[src/rtl/ii_rect_sum_engine.sv]
// Rectangle sum engine over an integral image buffer.
// Four reads (D, C, B, A) per request; result is D-C-B+A.
module ii_rect_sum_engine #(
   parameter int IMG_W = 160,
   parameter int IMG_H = 120,
   localparam int XW = $clog2(IMG_W),
   localparam int WW = $clog2(IMG_W + 1),
   localparam int YW = $clog2(IMG_H),
   localparam int HW = $clog2(IMG_H + 1),
   localparam int AW = $clog2(IMG_W * IMG_H),
   localparam int DW = 20
) (
   input  logic          clk,
   input  logic          rst,
   input  logic          req_valid,
   output logic          req_ready,
   input  logic [XW-1:0] req_x,
   input  logic [YW-1:0] req_y,
   input  logic [WW-1:0] req_w,
   input  logic [HW-1:0] req_h,
   output logic [AW-1:0] rd_addr,
   input  logic [DW-1:0] ii_rddata,
   output logic          sum_valid,
   output logic [DW-1:0] sum_data,
   output logic          sum_err,
   output logic          busy
);

   typedef enum logic [2:0] {
      IDLE, RD_D, RD_C, RD_B, RD_A, ERR
   } state_t;

   localparam logic [31:0] LW = IMG_W;

   state_t        r_state;
   state_t        w_next;
   logic [XW-1:0] r_xe, r_xm;
   logic [YW-1:0] r_ye, r_ym;
   logic          r_x0, r_y0;
   logic [DW-1:0] r_acc;
   logic          r_fin;
   logic          r_err_pend;
   logic          r_sum_valid;
   logic          r_sum_err;
   logic [DW-1:0] r_sum_data;

   logic          w_accept;
   logic          w_bad;
   logic [XW-1:0] w_col;
   logic [YW-1:0] w_row;
   logic          w_zero;
   logic [AW-1:0] w_rowmul;

   assign w_accept = req_valid && (r_state == IDLE);
   assign w_bad = (req_w == '0) || (req_h == '0)
               || (int'(req_x) + int'(req_w) > IMG_W)
               || (int'(req_y) + int'(req_h) > IMG_H);

   always_comb begin
      w_next = r_state;
      unique case (r_state)
         IDLE:    if (w_accept) w_next = w_bad ? ERR : RD_D;
         RD_D:    w_next = RD_C;
         RD_C:    w_next = RD_B;
         RD_B:    w_next = RD_A;
         RD_A:    w_next = IDLE;
         ERR:     w_next = IDLE;
         default: w_next = IDLE;
      endcase
   end

   // Terms left of column 0 or above row 0 read address 0 and are masked.
   always_comb begin
      w_col  = '0;
      w_row  = '0;
      w_zero = 1'b1;
      unique case (r_state)
         RD_D: begin w_col = r_xe; w_row = r_ye; w_zero = 1'b0; end
         RD_C: begin w_col = r_xm; w_row = r_ye; w_zero = r_x0; end
         RD_B: begin w_col = r_xe; w_row = r_ym; w_zero = r_y0; end
         RD_A: begin w_col = r_xm; w_row = r_ym; w_zero = r_x0 | r_y0; end
         default: ;
      endcase
   end

   // Constant-coefficient shift-add: (r<<7)+(r<<5) for width 160.
   always_comb begin
      w_rowmul = '0;
      for (int i = 0; i < AW; i++) begin
         if (LW[i]) w_rowmul = w_rowmul + (AW'(w_row) << i);
      end
   end

   assign rd_addr = w_zero ? '0 : w_rowmul + AW'(w_col);

   always_ff @(posedge clk or posedge rst) begin
      if (rst) begin
         r_state     <= IDLE;
         r_xe        <= '0;
         r_xm        <= '0;
         r_ye        <= '0;
         r_ym        <= '0;
         r_x0        <= 1'b0;
         r_y0        <= 1'b0;
         r_acc       <= '0;
         r_fin       <= 1'b0;
         r_err_pend  <= 1'b0;
         r_sum_valid <= 1'b0;
         r_sum_err   <= 1'b0;
         r_sum_data  <= '0;
      end else begin
         r_state     <= w_next;
         r_fin       <= (r_state == RD_A);
         r_sum_valid <= 1'b0;
         if (w_accept) begin
            r_xe <= XW'(int'(req_x) + int'(req_w) - 1);
            r_xm <= req_x - XW'(1);
            r_ye <= YW'(int'(req_y) + int'(req_h) - 1);
            r_ym <= req_y - YW'(1);
            r_x0 <= (req_x == '0);
            r_y0 <= (req_y == '0);
         end
         unique case (r_state)
            RD_C: r_acc <= ii_rddata;
            RD_B: r_acc <= r_acc - (r_x0 ? '0 : ii_rddata);
            RD_A: r_acc <= r_acc - (r_y0 ? '0 : ii_rddata);
            default: ;
         endcase
         // A reject accepted on the result edge reports one cycle late.
         if (r_fin) begin
            r_sum_valid <= 1'b1;
            r_sum_err   <= 1'b0;
            r_sum_data  <= r_acc + ((r_x0 | r_y0) ? '0 : ii_rddata);
         end else if ((w_accept && w_bad)
                   || (r_state == ERR && r_err_pend)) begin
            r_sum_valid <= 1'b1;
            r_sum_err   <= 1'b1;
            r_sum_data  <= '0;
         end
         r_err_pend <= w_accept && w_bad && r_fin;
      end
   end

   assign req_ready = (r_state == IDLE);
   assign busy      = (r_state != IDLE);
   assign sum_valid = r_sum_valid;
   assign sum_err   = r_sum_err;
   assign sum_data  = r_sum_data;

endmodule

[config.mk]
export PLATFORM = sky130hd
export DESIGN_NAME = ii_rect_sum_engine
export DESIGN_NICKNAME = d
export VERILOG_FILES = /design/src/rtl/ii_rect_sum_engine.sv
export SDC_FILE = /design/constraint.sdc
export NUM_CORES = 1
export LEC_CHECK = 0
export BUFFER_PORTS_ARGS = -buffer_cell sky130_fd_sc_hd__buf_2
export CAP_MARGIN = 20
export CELL_PAD_IN_SITES_DETAIL_PLACEMENT = 0
export CELL_PAD_IN_SITES_GLOBAL_PLACEMENT = 2
export CORE_MARGIN = 3
export CORE_UTILIZATION = 25
export DETAILED_ROUTE_END_ITERATION = 10
export PLACE_DENSITY_LB_ADDON = 0.1
export SLEW_MARGIN = 10
export SYNTH_ARGS = -nofsm -noshare
export SYNTH_HDL_FRONTEND = slang
export SYNTH_SLANG_ARGS = --single-unit
[constraint.sdc]
create_clock -name clk -period 5.28 [get_ports clk]
set_input_delay 0.792 -clock clk [delete_from_list [all_inputs] [get_ports clk]]
set_output_delay 0.792 -clock clk [all_outputs]
set_load 0.02 [all_outputs]
# == Yosys cells after proc, flatten, opt, wreduce, memory -nomap -nowiden ==
# Cells that the tools add are included.
# W data, S select, Z words.
# totals
ff_bits,79
in_bits,53
out_inout_bits,39
# op_classes
n_addsub,11
order_cmp,2
eq_ne,6
mux,17
bitwise_logic,1
reduce_logical,20
# op_table
cell,n
$mux W20,5
$pmux W20 S3,1
$sub A20 B20 Y20,2
$add A20 B20 Y20,1
$logic_not A8 Y1,2
$pmux W8 S2,1
$sub A8 B1 Y8 const B,2
$add A12 B14 Y15,1
$add A15 B8 Y15,1
$mux W15,1
$logic_not A7 Y1,2
$pmux W7 S2,1
$sub A7 B1 Y7 const B,2
$pmux W3 S4,1
$add A8 B8 Y9,1
$gt A9 B8 Y1 const B,1
$add A7 B7 Y8,1
$gt A8 B7 Y1 const B,1
$reduce_or A2 Y1,4
$eq A3 B2 Y1 const B,2
$eq A3 B3 Y1 const B,2
$mux W3,2
$reduce_bool A3 Y1,2
$logic_and A1 B1 Y1,4
8 further kinds,14

# == Depth between registers and ports, before layout ==
# logic_depth
word_depth,8
mapped_depth,19
mapped_depth_nobuf,16

# == Least setup slack after synthesis ==
# OpenSTA, ideal clock, no wires.
# synth_path
path_type,register to output
startpoint,reg r_state[2]
endpoint,out rd_addr[13]
arrival_ns,3.665
required_ns,4.488
setup_slack_ns,0.823
stages_incl_launch_ff,18
cell_sequence,dfrtp_1 clkbuf_1 and2_1 clkbuf_1 a21o_1 clkbuf_1 a22oi_1 fa_1 inv_1 ha_1 a21o_1 a21oi_1 o21bai_1 a21oi_1 o21bai_1 a21oi_1 xnor2_1 nor2_1
# synth_between
elab_chain_cells,6
word_cells_on_any_way,14
cone_classes,add/sub: 2; eq/ne: 4; mux: 4; reduce/logical: 4
# synth_lines
item,line_no,text
from (decl),35,state_t r_state;
from (signal assigned),112,r_state <= w_next;
$eq A3 B3 Y1 (tied with other cells),77,unique case (r_state)
$reduce_or A2 Y1 (no source line),-,
$pmux W7 S2,77,
$add A12 B14 Y15,90,if (LW[i]) w_rowmul = w_rowmul + (AW'(w_row) << i);
$add A15 B8 Y15,94,assign rd_addr = w_zero ? '0 : w_rowmul + AW'(w_col);
$mux W15 *,94,
to (decl),21,"output logic [AW-1:0] rd_addr,"
# Every way passes the cells marked *; elsewhere a longest branch is shown, timed or not.

# == Final worst setup path ==
# layout_path
startpoint,reg r_state[0]
endpoint,out rd_addr[13]
# The elaborated chain is that of the path after synthesis.

==> results_dict.tcl <==
set metrics [dict create \
    status "complete, no violations" \
    timing.rr.end "r_acc[18]$_DFFE_PP0P_" \
    regToRegSetupSlack_ps 1140 \
    async_flop_share_pct 100.0 \
    worstPathRequired_ps 4490 \
    die_y_um 171.6 \
    yosysTopAreaCellShare_pct 28.85 \
    ctsLongestPathBuffers 2 \
    synth_edf_count 0 \
    insertion_delay_ps 350 \
    critical_path_class "reg2out" \
    min_path_type "in2async" \
    grt_antenna_before_repair 0 \
    routedWlPerCell_um 17.31 \
    viasPerCell 4.853 \
    yosys_most_used_dff "dfrtp_1" \
    whs_ps 473.3 \
    cts_resized 0 \
    grt-ovfl-total 0 \
    clkSinkCount 79 \
    yosysMostFrequentCell "nand2_1" \
    period_share_pct 90.25 \
    cp-start-kind "flip-flop" \
    routed_wl_um 21530 \
    drive_gt1_share_pct 15.40 \
    cts_tree "built" \
    r2r-start "r_state[1]$_DFFE_PP0P_" \
    synth_fp_nets 955 \
    setup_tns_ps 0 \
    design_area_mm2 0.007996 \
    yosysUniqueCellTypes 66 \
    synth.area.top_cells "dfrtp_1 29%, ha_1 14%, nand2_1 5.9%" \
    detail-route-antenna-nets 0 \
    insertedDiodeCount 0 \
    pin_count 92 \
    yosysSeqAreaShare_pct 28.85 \
    drt-initial-drc-count 291 \
    critPathMaxFanout 15 \
    grt_max_degree 67 \
    syn_to_final_growth_pct 16.69 \
    tightest_slew_ps 1074 \
    vias 6037 \
    grt_pass1_vias 6327 \
    cts_max_level 3 \
    cts-root-buf "clkbuf_16" \
    final_util_pct 30.17 \
    pre_cts_ws_ps 843.0 \
    avgSynthCellArea_um2 8.337 \
    maxCapViolations 0 \
    hold_buffers 0 \
    multi_input_area_mm2 0.004613 \
    yosys.area.top_type "dfrtp_1" \
    synth_seq_cells 79 \
    worstPathArrival_ps 3970 \
    start_util_pct 25.86 \
    coreArea_mm2 0.02650 \
    clock_skew_ps 6.063 \
    fin_ws_ps 515.0 \
    min_period_ps 4765 \
    postCtsSetupBuffers 0 \
    place_hpwl_um 17110 \
    slew_violations 0 \
    worst_setup_path_end_kind "output port" \
    yosys_warnings 0 \
    finalSetupViolations 0 \
    ff2ff_path_depth 16 \
    fmax_mhz 209.9 \
    die_area_mm2 0.02943 \
    die_width_um 171.6 \
    hold_viol_final 0 \
    drc_errors 0 \
    maxSlewHeadroom_pct 28.12 \
    fp-row-count 59 \
    ys_top_cells_by_count "107 x nand2_1, 79 x dfrtp_1, 75 x o21ai_0, 74 x ha_1, 54 x nor2_1" \
    grt_pass1_wl_um 34340 \
    rsz0062_at_grt "false" \
    p_leak_nw 3.754 \
    cts.clk_slew.worst_paths_ps 60 \
    gp_congestion 0.8255 \
    p_per_area_mw_per_mm2 596.5 \
    grtUsageTotal_pct 14.91 \
    finalNetCount 1037 \
    ff_latch_area_mm2 0.001977 \
    syn_area_mm2 0.006853 \
    cts_made_buffers 9 \
    postPlaceCellArea_mm2 0.007699 \
    fill_cells 2837 \
    firstDrtPassIters 4 \
    syn_inst 822 \
    io_buffers 91 \
    vdd_drop_max_mv 0.1738 \
]
sequential cells by signal, indices dropped and copies added (netlist names), 3 cells and up:
| name | count |
|---|---|
| r_xm | 8 |
| r_ye | 7 |
| r_ym | 7 |
| r_acc | 20 |
| r_state | 3 |
| sum_data | 20 |
| r_xe | 8 |
cells by family after synthesis:
kind of cell,synth area share (%)
and+or+nand+nor,19.99
AOI/OAI and AO/OA,21.67
adders and majority gates,15.26
DFF,28.85
buffers and inverters,4.108
xor gates and xnor gates,8.143
muxes,1.972
metal layers:
metal	track usage (%)	share of wire (%)
met4	5.248	2.2
met1	18.27	44
met5	0	0
met3	1.471	3.4
met2	27.14	50
power breakdown:
part           switching [mW]  leakage, nW  internal, mW
Sequential              0.251        0.991         0.875
Clock                   0.280        0.143         0.370
Combinational            1.79         2.62          1.20
worst max-delay path by stage:
stage | slack [ps] | startpoint | to | cells past startpoint
after detailed placement | 840 | r_state[0]$_DFFE_PP0P_ | rd_addr[13] | 15
after CTS | 440 | r_state[0]$_DFFE_PP0P_ | rd_addr[13] | 15
after floorplan | 820 | r_state[2]$_DFFE_PP0P_ | rd_addr[13] | 17
final | 510 | r_state[0]$_DFFE_PP0P_ | rd_addr[13] | 15
after global routing | 150 | r_state[0]$_DFFE_PP0P_ | rd_addr[13] | 15
after global placement | 920 | r_state[0]$_DFFE_PP0P_ | rd_addr[13] | 15
cells in the final DEF (no fill, tap or decap), types with 12 or more instances in the layout:
master,instances
a22o_1,12
nor2_1,54
inv_1,41
o21ai_0,75
nor2b_1,14
a21o_1,15
dfrtp_1,79
nand3_1,13
xor2_1,21
ha_1,74
nor3_1,23
xnor2_1,39
nand2_1,106
and2_1,22
buf_2,91
a21oi_1,52
critical path, stage by stage, from the launching register on:
cell	delay, ps
dfrtp_1	480
buf_4	250
nor2b_1	430
a21oi_1	220
fa_1	590
inv_1	60
ha_1	290
a21o_1	180
a21oi_1	210
o21bai_1	90
a21oi_1	220
o21bai_1	80
a21oi_1	180
xnor2_1	130
nor2_1	50
buf_2	150
stage by stage:
| step | instances | power (mW) |
|---|---|---|
| after global placement | 1228 | 4.158 |
| final | 1244 | 4.770 |
| after detailed placement | 1228 | 4.180 |
| after CTS | 1244 | 4.869 |
| after floorplan | 822 | 3.252 |
| after global routing | 1244 | 5.284 |
area by class of cell:
type / instances / area share [%]
multi-input cells: 671 / 57.69
flip-flops and latches: 79 / 24.72
repair buffers: 101 / 6.634
well taps: 335 / 5.242
clock buffers: 10 / 2.863
inverters: 42 / 1.987
clock inverters: 6 / 0.8606
(Power assumes the default switching activity.)
